### config.mk
export PLATFORM = sky130hd
export DESIGN_NAME = ahb_lite_master
export DESIGN_NICKNAME = d
export VERILOG_FILES = /design/src/rtl/ahb_lite_master.sv
export SDC_FILE = /design/constraint.sdc
export NUM_CORES = 1
export LEC_CHECK = 0
export ABC_AREA = 1
export ABC_CLOCK_PERIOD_IN_PS = 1600
export CAP_MARGIN = 20
export CORE_MARGIN = 2
export CORE_UTILIZATION = 40
export DETAILED_ROUTE_END_ITERATION = 10
export HOLD_SLACK_MARGIN = 0.15
export PLACE_DENSITY = 0.77
export SYNTH_ARGS = -nofsm -noshare
export SYNTH_HDL_FRONTEND = slang
export SYNTH_SLANG_ARGS = --single-unit
### constraint.sdc
create_clock -name HCLK -period 1.6 [get_ports HCLK]
set_input_delay 0.32 -clock HCLK [delete_from_list [all_inputs] [get_ports HCLK]]
set_output_delay 0.32 -clock HCLK [all_outputs]
set_load 0.005 [all_outputs]
### src/rtl/ahb_lite_master.sv
// Single-transfer AHB-Lite initiator: valid/ready commands become pipelined NONSEQ transfers, one in-order response each.
// Optional wait-state watchdog enabled by defining AHB_MASTER_TIMEOUT_EN.
module ahb_lite_master #(
    parameter int unsigned AHB_ADDR_WIDTH = 32,
    parameter int unsigned AHB_DATA_WIDTH = 32,
    parameter int unsigned TIMEOUT_CYCLES = 256
) (
    input  logic                      HCLK,
    input  logic                      HRESET,
    input  logic                      cmd_valid,
    output logic                      cmd_ready,
    input  logic [AHB_ADDR_WIDTH-1:0] cmd_addr,
    input  logic [AHB_DATA_WIDTH-1:0] cmd_wdata,
    input  logic                      cmd_write,
    input  logic [2:0]                cmd_size,
    output logic                      rsp_valid,
    output logic [AHB_DATA_WIDTH-1:0] rsp_rdata,
    output logic                      rsp_err,
    output logic                      bus_timeout,
    output logic [AHB_ADDR_WIDTH-1:0] HADDR,
    output logic [1:0]                HTRANS,
    output logic                      HWRITE,
    output logic [2:0]                HSIZE,
    output logic [2:0]                HBURST,
    output logic [3:0]                HPROT,
    output logic                      HMASTLOCK,
    output logic [AHB_DATA_WIDTH-1:0] HWDATA,
    input  logic [AHB_DATA_WIDTH-1:0] HRDATA,
    input  logic                      HREADY,
    input  logic                      HRESP
);

    typedef enum logic [1:0] {
        ST_IDLE       = 2'b00,
        ST_ERR_WAIT   = 2'b01,
        ST_ERR_WAIT_C = 2'b10,
        ST_CANCEL_RSP = 2'b11
    } err_state_t;

    err_state_t                r_state;
    err_state_t                w_state_nxt;
    logic                      r_ap_valid;
    logic                      r_dp_valid;
    logic [AHB_ADDR_WIDTH-1:0] r_haddr;
    logic                      r_hwrite;
    logic [2:0]                r_hsize;
    logic [AHB_DATA_WIDTH-1:0] r_ap_wdata;
    logic [AHB_DATA_WIDTH-1:0] r_hwdata;

    logic                      w_to_hit;
    logic                      w_bus_timeout;
    logic                      w_err_hold;
    logic                      w_cmd_ready;
    logic                      w_accept;
    logic                      w_err_c1;
    logic                      w_cancel;
    logic                      w_reg_rsp;
    logic                      w_rsp_valid;
    logic                      w_rsp_err;
    logic [AHB_DATA_WIDTH-1:0] w_rsp_rdata;

`ifdef AHB_MASTER_TIMEOUT_EN
    localparam int unsigned CNT_W = (TIMEOUT_CYCLES < 2) ? 1 : $clog2(TIMEOUT_CYCLES);

    logic [CNT_W-1:0] r_to_cnt;
    logic             r_bus_timeout;

    assign w_to_hit = r_dp_valid & ~HREADY & ~r_bus_timeout &
                      (r_to_cnt == CNT_W'(TIMEOUT_CYCLES - 1));
    assign w_bus_timeout = r_bus_timeout;

    // Consecutive wait-state counter and sticky timeout flag.
    always_ff @(posedge HCLK) begin
        if (HRESET) begin
            r_to_cnt      <= '0;
            r_bus_timeout <= 1'b0;
        end else if (w_to_hit) begin
            r_to_cnt      <= '0;
            r_bus_timeout <= 1'b1;
        end else if (HREADY) begin
            r_to_cnt      <= '0;
        end else if (r_dp_valid) begin
            r_to_cnt      <= r_to_cnt + CNT_W'(1);
        end else begin
            r_to_cnt      <= r_to_cnt;
        end
    end
`else
    logic [31:0] w_unused_timeout_cycles;

    assign w_unused_timeout_cycles = 32'(TIMEOUT_CYCLES);
    assign w_to_hit      = 1'b0;
    assign w_bus_timeout = 1'b0;
`endif

    assign w_err_hold  = (r_state != ST_IDLE);
    assign w_cmd_ready = HREADY & ~w_err_hold & ~w_bus_timeout & ~HRESET;
    assign w_accept    = cmd_valid & w_cmd_ready;
    // First cycle of a two-cycle ERROR; a queued address phase must be withdrawn.
    assign w_err_c1    = r_dp_valid & ~HREADY & HRESP & (r_state == ST_IDLE) & ~w_to_hit;
    assign w_cancel    = w_err_c1 & r_ap_valid;

    // Error-sequence state register.
    always_ff @(posedge HCLK) begin
        if (HRESET) begin
            r_state <= ST_IDLE;
        end else begin
            r_state <= w_state_nxt;
        end
    end

    // Error-sequence next state; a timeout overrides any sequence in progress.
    always_comb begin
        w_state_nxt = r_state;
        if (w_to_hit) begin
            w_state_nxt = (r_ap_valid || (r_state == ST_ERR_WAIT_C)) ? ST_CANCEL_RSP : ST_IDLE;
        end else begin
            case (r_state)
                ST_IDLE:       w_state_nxt = w_err_c1 ? (r_ap_valid ? ST_ERR_WAIT_C : ST_ERR_WAIT)
                                                      : ST_IDLE;
                ST_ERR_WAIT:   w_state_nxt = HREADY ? ST_IDLE : ST_ERR_WAIT;
                ST_ERR_WAIT_C: w_state_nxt = HREADY ? ST_CANCEL_RSP : ST_ERR_WAIT_C;
                ST_CANCEL_RSP: w_state_nxt = ST_IDLE;
                default:       w_state_nxt = ST_IDLE;
            endcase
        end
    end

    // Address/data pipeline; only advances on HREADY edges.
    always_ff @(posedge HCLK) begin
        if (HRESET) begin
            r_ap_valid <= 1'b0;
            r_dp_valid <= 1'b0;
            r_haddr    <= '0;
            r_hwrite   <= 1'b0;
            r_hsize    <= 3'b000;
            r_ap_wdata <= '0;
            r_hwdata   <= '0;
        end else if (w_to_hit) begin
            r_ap_valid <= 1'b0;
            r_dp_valid <= 1'b0;
        end else if (HREADY) begin
            r_dp_valid <= r_ap_valid;
            if (r_ap_valid) begin
                r_hwdata <= r_ap_wdata;
            end
            if (w_accept) begin
                r_ap_valid <= 1'b1;
                r_haddr    <= cmd_addr;
                r_hwrite   <= cmd_write;
                r_hsize    <= cmd_size;
                r_ap_wdata <= cmd_wdata;
            end else begin
                r_ap_valid <= 1'b0;
            end
        end else if (w_cancel) begin
            r_ap_valid <= 1'b0;
        end
    end

    // Response mux: live data-phase completion, or the registered cancel/timeout response.
    always_comb begin
        w_reg_rsp   = (r_state == ST_CANCEL_RSP);
        w_rsp_valid = ~HRESET & (w_reg_rsp | (r_dp_valid & (HREADY | w_to_hit)));
        if (w_reg_rsp) begin
            w_rsp_err   = ~HRESET;
            w_rsp_rdata = '0;
        end else begin
            w_rsp_err   = w_rsp_valid & (HRESP | w_to_hit);
            w_rsp_rdata = HRDATA;
        end
    end

    assign cmd_ready   = w_cmd_ready;
    assign rsp_valid   = w_rsp_valid;
    assign rsp_err     = w_rsp_err;
    assign rsp_rdata   = w_rsp_rdata;
    assign bus_timeout = w_bus_timeout;
    assign HADDR       = r_haddr;
    assign HTRANS      = r_ap_valid ? 2'b10 : 2'b00;
    assign HWRITE      = r_hwrite;
    assign HSIZE       = r_hsize;
    assign HWDATA      = r_hwdata;
    assign HBURST      = 3'b000;
    assign HPROT       = 4'b0011;
    assign HMASTLOCK   = 1'b0;

endmodule
Yosys cells after proc, flatten, opt, wreduce, memory -nomap -nowiden
Index checks and enable logic that the tools add are counted.

Flip-flop bits (word level): 104. Latch bits: 0. RAM bits: 0. Memory bits (read-only): 0. Word-level logic and storage cells: 41. Memories: 0.

Add/sub/neg operators: 0. $mul: 0. Div/mod/pow operators: 0. Order comparisons: 0. Equality and inequality tests: 3. Shift operators: 0. Multiplexer cells: 11. Bitwise gates (word level): 14. Reduce and logical (&&, ||, !) cells: 5.

Operators by type and width (count): $mux W32 (1); $and A1 B1 Y1 (10); $pmux W2 S4 (1); $mux W1 (6); $mux W2 (3); $eq A2 B2 Y1 const B (2); $reduce_and A2 Y1 (2); $reduce_bool A2 Y1 (2); $not A1 Y1 (3); $eq A2 B1 Y1 const B (1); $logic_not A2 Y1 (1); $or A1 B1 Y1 (1).

Depth between registers and ports, before layout
Depth after elaboration: 7. Mapped depth: 8. Mapped depth without buffers: 6.

Least setup slack after synthesis
OpenSTA, ideal clock, no wires.

Path type: flip-flop to output port. From: register r_state[1]. To: output rsp_rdata[0]. Arrival time: 0.919 ns. Data required time: 1.280 ns. Slack: 0.361 ns. Cell stages (with the launch flop): 5. Buffers on the path: 1. Cell sequence: dfxtp_1 > nand2_1 > inv_1 > buf_1 > nor2_1.

Word-level cells in the longest chain between the ends: 2.

RTL lines: from (decl) (RTL line 40) `err_state_t r_state;`; from (signal assigned) (RTL line 108) `r_state <= w_state_nxt;`; $eq A2 B2 Y1 (RTL line 163) `w_reg_rsp = (r_state == ST_CANCEL_RSP);`; $mux W32 (RTL line 165) `if (w_reg_rsp) begin`; to (decl) (RTL line 17) `output logic [AHB_DATA_WIDTH-1:0] rsp_rdata,`.

Every way passes these cells.

Worst setup path after layout
From: register r_state[0]. To: output rsp_rdata[23].

The elaborated chain is that of the path after synthesis.

==> summary.md <==
| Metric | Value |
|---|---|
| Sw power | 1.38 mW |
| Pint | 3.84 mW |
| Number of I/O port buffers | 208 |
| Simple-gate share of the synthesized area | 0.281 |
| Synth top area share | 0.477 |
| Highest net fanout along the worst path | 7 |
| Crit path launch type | register |
| Reg2Reg Setup Slack | ~0.13 ns |
| P per Cell Area | 773 nW/µm² |
| First-pass GRT wire length | between 15000 and 20000 µm |
| CTS Buffer Depth | 2 |
| Slowest library cell on the worst path | dfxtp_2 |
| Cell Chain, Critical Path | nand2_2 > inv_4 > clkbuf_16 > nor2_2 > buf_2 |
| Pins Over Slew Limit | 0 |
| Worst Path Arrival | 1.25 ns |
| FP Rows | 38 |
| Global-route usage over all layers | 0.202 |
| Clk pin slew, worst setup/hold paths | 0.10 ns |
| Total gr overflow | 0 |
| Clock power frac | 0.292 |
| IO Count | about 220 |
| Leak Pwr | 3.60 nW |
| Antenna Nets Post-Route | 0 |
| Wire per inst | 12.2 µm |
| Clock sink total | 104 |
| TritonCTS clock tree | yes |
| Final wirelength | 12200 µm |
| Worst Clk Skew | 0.0152 ns |
| Worst setup EP type | output port |
| Sequential share of the synthesized area | 0.477 |
| Status | completed |
| Num CTS Buffers | 9 |
| # DRC | 0 |
| Peak supply drop | 0.590 mV |
| Vias per cell | between 4 and 5 |
| Post-Place Setup Slack | -0.502 ns |
| Mean Syn Cell Area | 6.67 µm² |
| DR vias | 4389 |
| Die Ht | 108 µm |
| Path type of the worst min-delay path | register to register |
| Final setup violation count | 0 |
| Die ar. | 11800 µm² |
| Synth area leaders | dfxtp_1 48%, nor2_1 15%, nand2_1 12%, inv_1 9.1%, a21oi_1 4.0% |
| Yosys Warn Count | 0 |
| Area growth syn-to-layout | 54.6% |
| Combinational Power Share | 0.177 |
| Largest delay share family, worst path | buffers and inverters |
| Synth Area in XOR/XNOR | 0 |
| DR pass1 iterations | 5 |
| Die X | 108 µm |
| Largest net degree at the start of global routing | 75 |
| Sw frac | 0.264 |
| Initial antenna violation count | 0 |
| Crit Path Class | register to output port |
| Starting DRT DRC Count | 116 |
| Max cap viols | 0 |
| DP HPWL | approximately 9000 µm |
| Hold_ws | 0.450 ns |
| Post-synthesis mux area share | 0 |
| RSZ-0062 raised after global routing | yes |
| Layout cell share with drive strength beyond 1 | 0.123 |
| Combinational family with the most area after synthesis | simple AND/OR/NAND/NOR gates |
| Core Region | ~11000 µm² |
| Mapped cell area | 4360 µm² |
| Vias in the first global route | 4270 |
| Initial core utilization | 0.406 |
| Final Hold Fails | 0 |
| RePlAce Congestion | 0.839 |
| Design area | 6750 µm² |
| Diode count | 0 |
| Setup slack after layout | 0.0272 ns |
| Area after DPL | 6590 µm² |
| # H-tree levels | 3 |
| Hold_buf cts | 0 |
| Seq cells post-synth | approximately 100 |
| Fin util | 0.628 |
| Skew-Pair Late Insertion Delay | ~0.36 ns |
| Gate Count Post-Synth | 654 |
| Tot Pwr | 5.22 mW |
| Post-Synth Adder-Cell Area | 0 |
| Nets@finish | between 900 and 1000 |
| Period minus WS final | 1.57 ns |
| Root buffer cell | clkbuf_8 |
| CP required | 1.28 ns |
| Fmax | around 0.64 GHz |
| Max incr delay on CP | 0.35 ns |
| Yosys top cell by area | dfxtp_1 |
| Compound-Gate Fraction of Synth Area | 0.0803 |
| Register share of total power | 0.531 |
| Crit path buffers/inverters | 3 |
| Synth cell types | 17 |
| Tcrit/Tclk final | 0.983 |
-- worst paths after layout --
check	start	end	cells after the start
max	r_state[0]	rsp_rdata[23]	5
min	r_ap_wdata[12]	HWDATA[12]	2
max reg2reg	r_state[1]	r_ap_wdata[13]	8
min reg2reg	r_ap_wdata[12]	HWDATA[12]	2
-- per-stage QoR --
step | TNS [ns] | std cells
final | 0 | 999
after global routing | -0.370 | 999
after CTS | -0.543 | 997
after detailed placement | -33.50 | 980
after global placement | -30.41 | 980
after floorplan | 0 | 662
-- sequential cells by signal, indices dropped and copies added, names as in the netlist --
register	cells
r_dp_valid	1
HWDATA	32
HADDR	32
r_ap_wdata	32
r_ap_valid	1
HWRITE	1
HSIZE	3
r_state	2
-- power groups by stage --
stage | Sequential [mW] | Combinational, mW | Clock (mW)
after floorplan | 2.83 | 0.370 | 0
after global placement | 2.82 | 0.943 | 0
after detailed placement | 2.83 | 0.963 | 0
after CTS | 2.77 | 0.938 | 1.58
after global routing | 2.78 | 1.03 | 1.70
final | 2.77 | 0.922 | 1.52
-- worst min-delay path, stage by stage (launching register included) --
cell and delay (ns):
dfxtp_1 0.31, inv_1 0.06, a21oi_1 0.05
-- final cells by class --
cell class / instances / area, µm²
clock buffers: 10 / 128
clock inverters: 6 / 50.0
fillers: 965 / 4000
inverters: 108 / 408
multi-input cells: 403 / 1670
flip-flops and latches: 104 / 2100
well taps: 140 / 175
repair buffers: 228 / 2210
-- layer usage --
layer	global-route usage	share of wire
met2	0.375	0.50
met1	0.206	0.38
met4	0.0614	0.022
met3	0.0808	0.096
met5	0	0
-- cells in the final DEF, fill, tap and decap left out, types with 2 or more instances in the layout --
cell type and instances:
a21oi_1 35, nor2_1 160, dlymetal6s2s_1 18, nand2_1 142
nor2_2 14, inv_2 3, dfxtp_1 90, buf_12 7
dfxtp_2 13, inv_1 104, buf_6 2, nand4_1 2
clkbuf_8 9, buf_2 24, clkdlybuf4s50_1 153, conb_1 10
clkbuf_2 11, inv_6 2, buf_4 10, dlygate4sd2_1 2
o21ai_0 34
-- repair_timing --
action,CTS,global route
gates resized for setup,107,77
setup endpoints to repair,36,68
buffers inserted,1,0
gates cloned,0,2
pin swaps,1,2
hold endpoints to repair,0,0
-- Yosys cell counts (all sizes together) --
cell type  count
conb           2
a21oi         35
o21ai         35
clkbuf        11
nand3          2
inv          108
nor2         175
dfxtp        104
buf           36
nand2        143
nor4           1
nand4          2
-- cell families after synthesis --
kind of cell / after synthesis
AOI/OAI and AO/OA: 70
and+or+nand+nor: 323
other: 2
buffers and inverters: 155
DFF: 104
Note: power is estimated with default switching activity, not from simulation.
